<file path="src/rtl/l2_interleave_splitter.sv">
// l2_interleave_splitter: splits bursts into per-channel sub-bursts that never cross an interleave granule
module l2_interleave_splitter #(
  parameter int AddrWidth     = 32,
  parameter int NumChannels   = 4,
  parameter int BeatBytes     = 64,
  parameter int MaxIleaveLog2 = 6,
  parameter int LenWidth      = 8,
  parameter int IdWidth       = 6,
  parameter int ChRegionLog2  = 28,
  localparam int ChBits  = $clog2(NumChannels),
  localparam int OffBits = $clog2(BeatBytes),
  localparam int GW      = $clog2(MaxIleaveLog2 + 1),
  localparam int RW      = LenWidth + 1
) (
  input  logic                 clk_i,
  input  logic                 rst_ni,
  input  logic [GW-1:0]        cfg_ileave_log2_i,
  input  logic                 cfg_linear_i,
  input  logic                 req_valid_i,
  output logic                 req_ready_o,
  input  logic [AddrWidth-1:0] req_addr_i,
  input  logic [LenWidth-1:0]  req_len_i,
  input  logic [IdWidth-1:0]   req_id_i,
  output logic                 sub_valid_o,
  input  logic                 sub_ready_i,
  output logic [ChBits-1:0]    sub_ch_o,
  output logic [AddrWidth-1:0] sub_addr_o,
  output logic [LenWidth-1:0]  sub_len_o,
  output logic [IdWidth-1:0]   sub_id_o,
  output logic                 sub_last_o,
  output logic                 busy_o
);
  typedef enum logic {IDLE, SPLIT} state_t;
  state_t               r_state, w_next;
  logic [AddrWidth-1:0] r_addr, w_off, w_to_bnd, w_il_addr, w_lin_addr;
  logic [RW-1:0]        r_rem, w_chunk;
  logic [IdWidth-1:0]   r_id;
  logic [GW-1:0]        r_g;
  logic                 r_linear, w_act, w_last;
  logic [7:0]           w_c;
  logic [ChBits-1:0]    w_ch;

  always_ff @(posedge clk_i)
    if (!rst_ni) r_state <= IDLE;
    else         r_state <= w_next;

  always_comb
    w_next = (r_state == IDLE) ? (req_valid_i ? SPLIT : IDLE)
                               : ((sub_ready_i && w_last) ? IDLE : SPLIT);

  // w_c is the bit position of the channel field within the byte address
  always_comb begin
    w_c        = 8'(OffBits) + 8'(r_g);
    w_off      = (r_addr >> OffBits) & ((AddrWidth'(1) << r_g) - AddrWidth'(1));
    w_to_bnd   = (AddrWidth'(1) << r_g) - w_off;
    w_chunk    = (r_linear || AddrWidth'(r_rem) <= w_to_bnd) ? r_rem : RW'(w_to_bnd);
    w_last     = w_chunk == r_rem;
    w_ch       = r_linear ? r_addr[ChRegionLog2 +: ChBits] : ChBits'(r_addr >> w_c);
    w_il_addr  = ((r_addr >> (w_c + 8'(ChBits))) << w_c) | (r_addr & ((AddrWidth'(1) << w_c) - AddrWidth'(1)));
    w_lin_addr = r_addr & ~(AddrWidth'(NumChannels - 1) << ChRegionLog2);
  end

  // Outputs are forced low while reset is held, even before the first reset edge
  always_comb begin
    w_act       = rst_ni && r_state == SPLIT;
    req_ready_o = rst_ni && r_state == IDLE;
    sub_valid_o = w_act;
    busy_o      = w_act;
    sub_ch_o    = w_act ? w_ch : '0;
    sub_addr_o  = w_act ? (r_linear ? w_lin_addr : w_il_addr) : '0;
    sub_len_o   = w_act ? LenWidth'(w_chunk - RW'(1)) : '0;
    sub_id_o    = w_act ? r_id : '0;
    sub_last_o  = w_act && w_last;
  end

  always_ff @(posedge clk_i)
    if (!rst_ni) begin
      r_addr   <= '0;
      r_rem    <= '0;
      r_id     <= '0;
      r_g      <= '0;
      r_linear <= 1'b0;
    end else if (req_valid_i && req_ready_o) begin
      r_addr   <= req_addr_i;
      r_rem    <= RW'(req_len_i) + RW'(1);
      r_id     <= req_id_i;
      r_g      <= (cfg_ileave_log2_i > GW'(MaxIleaveLog2)) ? GW'(MaxIleaveLog2) : cfg_ileave_log2_i;
      r_linear <= cfg_linear_i;
    end else if (sub_valid_o && sub_ready_i) begin
      r_addr   <= (r_addr & ~AddrWidth'(BeatBytes - 1)) + (AddrWidth'(w_chunk) << OffBits);
      r_rem    <= r_rem - w_chunk;
    end
endmodule

</file>
<file path="config.mk">
export PLATFORM = sky130hd
export DESIGN_NAME = l2_interleave_splitter
export DESIGN_NICKNAME = d
export VERILOG_FILES = /design/src/rtl/l2_interleave_splitter.sv
export SDC_FILE = /design/constraint.sdc
export NUM_CORES = 1
export LEC_CHECK = 0
export ABC_CLOCK_PERIOD_IN_PS = 7600
export CAP_MARGIN = 10
export CELL_PAD_IN_SITES_DETAIL_PLACEMENT = 2
export CELL_PAD_IN_SITES_GLOBAL_PLACEMENT = 2
export CORE_UTILIZATION = 31
export CTS_BUF_LIST = sky130_fd_sc_hd__clkbuf_8
export DETAILED_ROUTE_END_ITERATION = 8
export GPL_TIMING_DRIVEN = 1
export PLACE_DENSITY_LB_ADDON = 0.1
export REMOVE_ABC_BUFFERS = 1
export SETUP_SLACK_MARGIN = 0.15
export SLEW_MARGIN = 15
export SYNTH_ARGS = -nofsm -noshare
export SYNTH_HDL_FRONTEND = slang
export SYNTH_SLANG_ARGS = --single-unit
</file>
<file path="constraint.sdc">
create_clock -name clk_i -period 7.6 [get_ports clk_i]
set_input_delay 1.14 -clock clk_i [delete_from_list [all_inputs] [get_ports clk_i]]
set_output_delay 1.14 -clock clk_i [all_outputs]
set_load 0.1 [all_outputs]
</file>
* After elaboration in Yosys (flattened, before gate mapping) *
Cells that the tools add are included.

storage, ports and cells
  word-level logic and storage cells = 50
  latch bits = 0
  memory bits (read-only) = 0
  memories kept = 0
  flip-flop bits (word level) = 52
  RAM bits = 0
  input bits = 54
  output and inout port bits = 52

cells by class
  divide/modulo/power cells = 0
  order comparisons = 2
  $add $sub $neg = 9
  bitwise logic cells = 4
  muxes and demuxes = 15
  equal/unequal tests = 1
  shift operators = 5
  reductions and logical operators = 8
  multipliers = 0

operators by type and width
  operator                                                               count
  32-bit two-way mux                                                     4
  32-bit by 1-bit subtractor with 32-bit output (second input constant)  2
  32-bit by 15-bit adder with 32-bit output                              1
  26-bit by 32-bit bitwise AND with 32-bit output                        1
  32-bit bitwise AND                                                     1
  9-bit by 32-bit less-or-equal comparator with 1-bit output             1
  32-bit OR                                                              1
  1-bit by 3-bit << shifter with 32-bit output (first input constant)    1
  1-bit by 4-bit << shifter with 32-bit output (first input constant)    1
  32-bit by 4-bit << shifter with 32-bit output                          1
  32-bit by 4-bit >> shifter with 2-bit output                           1
  32-bit by 5-bit >> shifter with 32-bit output                          1
  32-bit subtractor                                                      1
  9-bit two-way mux                                                      3
  8-bit by 1-bit adder with 9-bit output (second input constant)         1
  9-bit equality test                                                    1
  9-bit subtractor                                                       1
  8-bit two-way mux                                                      1
  8-bit by 1-bit subtractor with 8-bit output (second input constant)    1
  1-bit logical AND                                                      6
  6-bit two-way mux                                                      1
  4-bit by 2-bit adder with 5-bit output (second input constant)         1
  3-bit by 3-bit adder with 4-bit output (first input constant)          1
  2-bit two-way mux                                                      2
  6 further kinds                                                        8

* Longest topological paths before layout *
Gate-level depths: netlist of the first run.

  depth after elaboration = 11
  depth in mapped cells = 33
  depth with buffers taken out = 29

* Worst setup path after synthesis of the first run *
OpenSTA, ideal clock, no wires.

  path kind = register to output
  from = reg r_g[1]
  to = out sub_len_o[4]
  data required time = 6,460 ps
  cell stages (with the launch flop) = 27
  arrival time = 7,545 ps
  slack = -1,085 ps
  path through = dfxtp_1 > buf_2 > clkbuf_1 > inv_1 > clkbuf_1 > ha_1 > buf_2 > o21ai_0 > o311ai_2 > a31o_1 > a31oi_2 > a21oi_1 > xnor2_1 > ha_1 > and4_1 > a221o_1 > o221ai_1 > a211oi_4 > nand2_2 > buf_6 > nor2_1 > a21oi_1 > ha_1 > and3_1 > xnor2_1 > nor2_1 > a211oi_1

between the ends
  word-level cells in the longest chain between the ends = 9

ends and longest elaborated chain
  what                                                        RTL line  text
  start, declared                                             38        logic [GW-1:0] r_g;
  start signal, assigned                                      87        r_g <= (cfg_ileave_log2_i > GW'(MaxIleaveLog2)) ? GW'(MaxIleaveLog2) : cfg_ileave_log2_i;
  1-bit by 3-bit << shifter with 32-bit output *              54, 55
  32-bit by 1-bit subtractor with 32-bit output               54        w_off = (r_addr >> OffBits) & ((AddrWidth'(1) << r_g) - AddrWidth'(1));
  26-bit by 32-bit bitwise AND with 32-bit output             54
  32-bit subtractor *                                         55        w_to_bnd = (AddrWidth'(1) << r_g) - w_off;
  9-bit by 32-bit less-or-equal comparator with 1-bit output  56        w_chunk = (r_linear || AddrWidth'(r_rem) <= w_to_bnd) ? r_rem : RW'(w_to_bnd);
  1-bit logical OR                                            56
  9-bit two-way mux *                                         56
  8-bit by 1-bit subtractor with 8-bit output *               71        sub_len_o = w_act ? LenWidth'(w_chunk - RW'(1)) : '0;
  8-bit two-way mux *                                         71
  end, declared                                               28        output logic [LenWidth-1:0] sub_len_o,

Every way passes the cells marked *; elsewhere a longest branch is shown, timed or not.

* Worst setup path in the final report of the first run *
  from = reg r_g[1]
  to = out sub_len_o[6]

The elaborated chain is that of the path after synthesis.

==> flow_summary.ini, run 1 <==
[outcome]
status = finished clean

[cells_and_area]
multi_input_area_sq_um = 5136
fin_area_sq_um = 7988
drive_gt1_frac = 0.1253
seq_area_sq_um = 1045
final_nets = 1095
n_fill_cell = 2429
antenna_cells = 0
syn_to_final_growth_pct = 21.90
final_util = 0.3897

[yosys]
netlist_top_cells_area = dfxtp_1 16%, ha_1 8.0%, a21oi_1 7.3%, nor2_1 6.1%, o21ai_0 6.0%
synthFlopType = dfxtp_1
synth_area_sq_um = 6553
synth_seq_cells = 52
syn_inst = 936
synth_seq_area_share = 0.1589
ys_async_sr_fraction = 0
synth_top_area_frac = 0.1589
synth_area_leader_cell = dfxtp_1
synth.distinct_cells = 75
avgSynthCellArea_sq_um = 7.001
yosys_warnings = 0
synth_edf_count = 0

[die]
dieArea_sq_um = 21720
die_w_um = 147.4
die_h_um = 147.4
coreArea_sq_um = 20490
io-pin-count = 106
rows = 52
start_util = 0.3197

[global_route]
antenna_found_initial = 0
grt_pass1_wl_um = 43250
grt_overflow_total = 0
grt.total_usage = 0.2544
grt_start_max_net_pins = 67
grt_pass1_vias = 7572

[sta]
grt_setup_unrepaired = no
skew_ns = 0.02656
hold_ws_ns = 0.4578
slew_headroom = 0.2578
setup_violations = 0
finalCritPeriodShare = 0.9279
fmax_mhz = 141.8
period_minus_slack_ns = 7.052
tightest_slew_ns = 1.105
hold_violations = 0
maxSlewViolCount = 0

[power]
p_leak_nw = 3.025
p_per_area_nw_per_um2 = 173.9
p_total_w = 0.001389
ir_worst_vdd_mv = 0.07643

[setup_path]
crit_arrival_ns = 5.91
r2r-start = r_g[1]
cp-end-kind = primary output
crit_fanout = 19
start_kind = flip-flop
cpLargestDelayFamily = simple AND/OR/NAND/NOR gates
crit_type = reg -> out
worstPathCellList = buf_4, or3b_1, and2_1, a41oi_2, a41o_1, a31oi_1, nor2_1, nor2_1, ha_1, and4_1, nand2_1, a21oi_1, o221ai_1, a211oi_4, nand2_4, buf_4, a21oi_4, ha_2, nand2_1, or3_1, mux2i_1, mux2i_1, buf_12
slowest_stage = or3b_1
r2r_cells = 27
crit_buf_inv = 3
max_stage_delay_ns = 0.50
r2r_slack_ns = 0.90
crit_required_ns = 6.46
worstReg2RegEnd = r_addr[20]

[clocking]
cts_tree = yes
clock_latency_ns = 0.36
cts_buffers = 5
cts_buffer_depth = 2
root_buffer = clkbuf_8
htree_num_levels = 2
clkTransAtPathRegs_ns = 0.11
cts_sinks = 52

[drt]
ant_nets = 0
routedWlPerCell_um = 21.69
drt_pass1_iterations = 5
drtIter0Drc = 302
routed_wl_um = 27500
drc = 0
via_per_inst = 5.805
via_count = 7361

[flow_run]
drv_cap = 0

[placed_design]
post_dp_cell_area_sq_um = 7833
gp_congestion = 0.8228
port_buffers = 105
dp_hpwl_um = 20410

[hold_path]
hp-class = reg -> reg
whs_path_depth = 2
hold_start = r_id[3]
min_to = r_id[3]
-- state kept, by name, indices dropped and copies added, names as in the netlist --
register and cells:
r_state 1, r_id 6, r_g 3, r_addr 32
r_linear 1, r_rem 9
-- worst reg2reg max path, stage by stage (launching register included) --
cell and delay (ns):
dfxtp_2 0.36, buf_4 0.25, or3b_1 0.51, and2_1 0.20, a41oi_2 0.28, a41o_1 0.27
a31oi_1 0.13, nor2_1 0.11, nor2_1 0.06, ha_1 0.31, and4_1 0.21, nand2_1 0.08
a21oi_1 0.13, o221ai_1 0.20, a211oi_4 0.46, nand2_4 0.17, a21oi_2 0.33, ha_1 0.29
inv_1 0.07, fa_1 0.42, nand3b_1 0.22, a21oi_1 0.21, o21ai_0 0.16, a21boi_0 0.21
buf_4 0.17, o211ai_1 0.19, or3_1 0.36, a311oi_1 0.27
-- how the worst max path moves through the flow --
stage	cells past startpoint	slack (ns)	from	end
after global placement	23	0.56	r_g[2]	sub_len_o[6]
after global routing	25	0.15	r_g[2]	sub_len_o[6]
final	23	0.55	r_g[1]	sub_len_o[6]
after floorplan	21	-2.32	r_g[1]	sub_len_o[4]
after detailed placement	23	0.35	r_g[2]	sub_len_o[6]
after CTS	25	0.21	r_g[2]	sub_len_o[6]
-- cells in the mapped netlist (9+ instances only) --
| master | number |
|---|---|
| mux2i_1 | 31 |
| dfxtp_1 | 52 |
| o21a_1 | 10 |
| inv_1 | 26 |
| mux4_2 | 10 |
| clkbuf_1 | 59 |
| nor2b_1 | 9 |
| nand2_1 | 104 |
| nor3_1 | 20 |
| and3_1 | 21 |
| o21ai_0 | 78 |
| xnor2_1 | 29 |
| nand3_1 | 28 |
| mux2_2 | 10 |
| a21o_1 | 13 |
| xor2_1 | 11 |
| a22oi_1 | 9 |
| a211oi_1 | 23 |
| nor2_1 | 106 |
| buf_2 | 9 |
| a21oi_1 | 95 |
| and2_1 | 13 |
| ha_1 | 42 |
-- through the flow --
| step | cells | TNS [ns] | setup slack [ns] |
|---|---|---|---|
| global route | 1268 | 0 | 0.1502 |
| global placement | 1259 | 0 | 0.5571 |
| detailed placement | 1259 | 0 | 0.3511 |
| finish | 1268 | 0 | 0.5482 |
| CTS | 1267 | 0 | 0.2095 |
| floorplan | 857 | -10.59 | -2.323 |
-- where the power goes --
part	internal [W]	total (W)	switching, W	leakage [nW]
Sequential	0.000295	0.000353	0.0000572	0.431
Combinational	0.000322	0.000843	0.000521	2.55
Clock	0.0000683	0.000193	0.000125	0.0463
-- placed cells by master (no fill, tap or decap), drive strengths merged, types with 10 or more instances in the layout --
cell           synthesis  final
nor3                  20     20
and2                  13     13
and3                  21     21
xor2                  11     11
mux2                  10     10
ha                    42     42
clkdlybuf4s50          0     62
nand3                 28     28
buf                   20     71
inv                   26     27
mux4                  10     10
mux2i                 31     31
o21a                  10     10
a21o                  13     13
a211oi                24     24
dfxtp                 52     52
o21ai                 82     82
nor2                 106    106
xnor2                 29     29
a21oi                 96     96
nand2                105    105
-- final cells by class --
| cell class | instances | area share |
|---|---|---|
| Multi-Input combinational cell | 778 | 0.6430 |
| Inverter | 27 | 0.01284 |
| Clock buffer | 5 | 0.008615 |
| Sequential cell | 52 | 0.1308 |
| Clock inverter | 3 | 0.003446 |
| Timing Repair Buffer | 133 | 0.1590 |
| Tap cell | 270 | 0.04229 |
-- cell families after synthesis --
family	share of synthesized area
xor+xnor	0.05346
compound gates	0.2996
mux	0.09891
fa+ha+maj	0.08631
flops	0.1589
simple gates	0.2381
buf+inv	0.06473
-- layer usage --
metal | global-route usage | vias to the layer above | routed length, um
met5 | 0 | - | 0
met4 | 0.05309 | 0 | 403
met3 | 0.03519 | 23 | 1122
met2 | 0.4269 | 158 | 12870
met1 | 0.3457 | 3683 | 13100
li1 | - | 3497 | -
-- what timing repair did --
action | 4_1_cts | 5_1_grt
hold endpoints to repair | 0 | 0
hold buffers | 0 | 0
gates resized for setup | 2 | 11
setup buffers | 0 | 1
pin swaps | 0 | 3
endpoints found under the setup margin | 2 | 6
Power figures use the tool's default switching activity.
==> inputs of run 2 (changes only) <==
--- a/config.mk
+++ b/config.mk
@@ -11,6 +11,7 @@
 export CELL_PAD_IN_SITES_GLOBAL_PLACEMENT = 2
 export CORE_UTILIZATION = 31
 export CTS_BUF_LIST = sky130_fd_sc_hd__clkbuf_8
+export CTS_CLUSTER_DIAMETER = 200
 export DETAILED_ROUTE_END_ITERATION = 8
 export GPL_TIMING_DRIVEN = 1
 export PLACE_DENSITY_LB_ADDON = 0.1
==> results of run 2 <==
Final layout, timing and power as in run 1 (identical DEF).
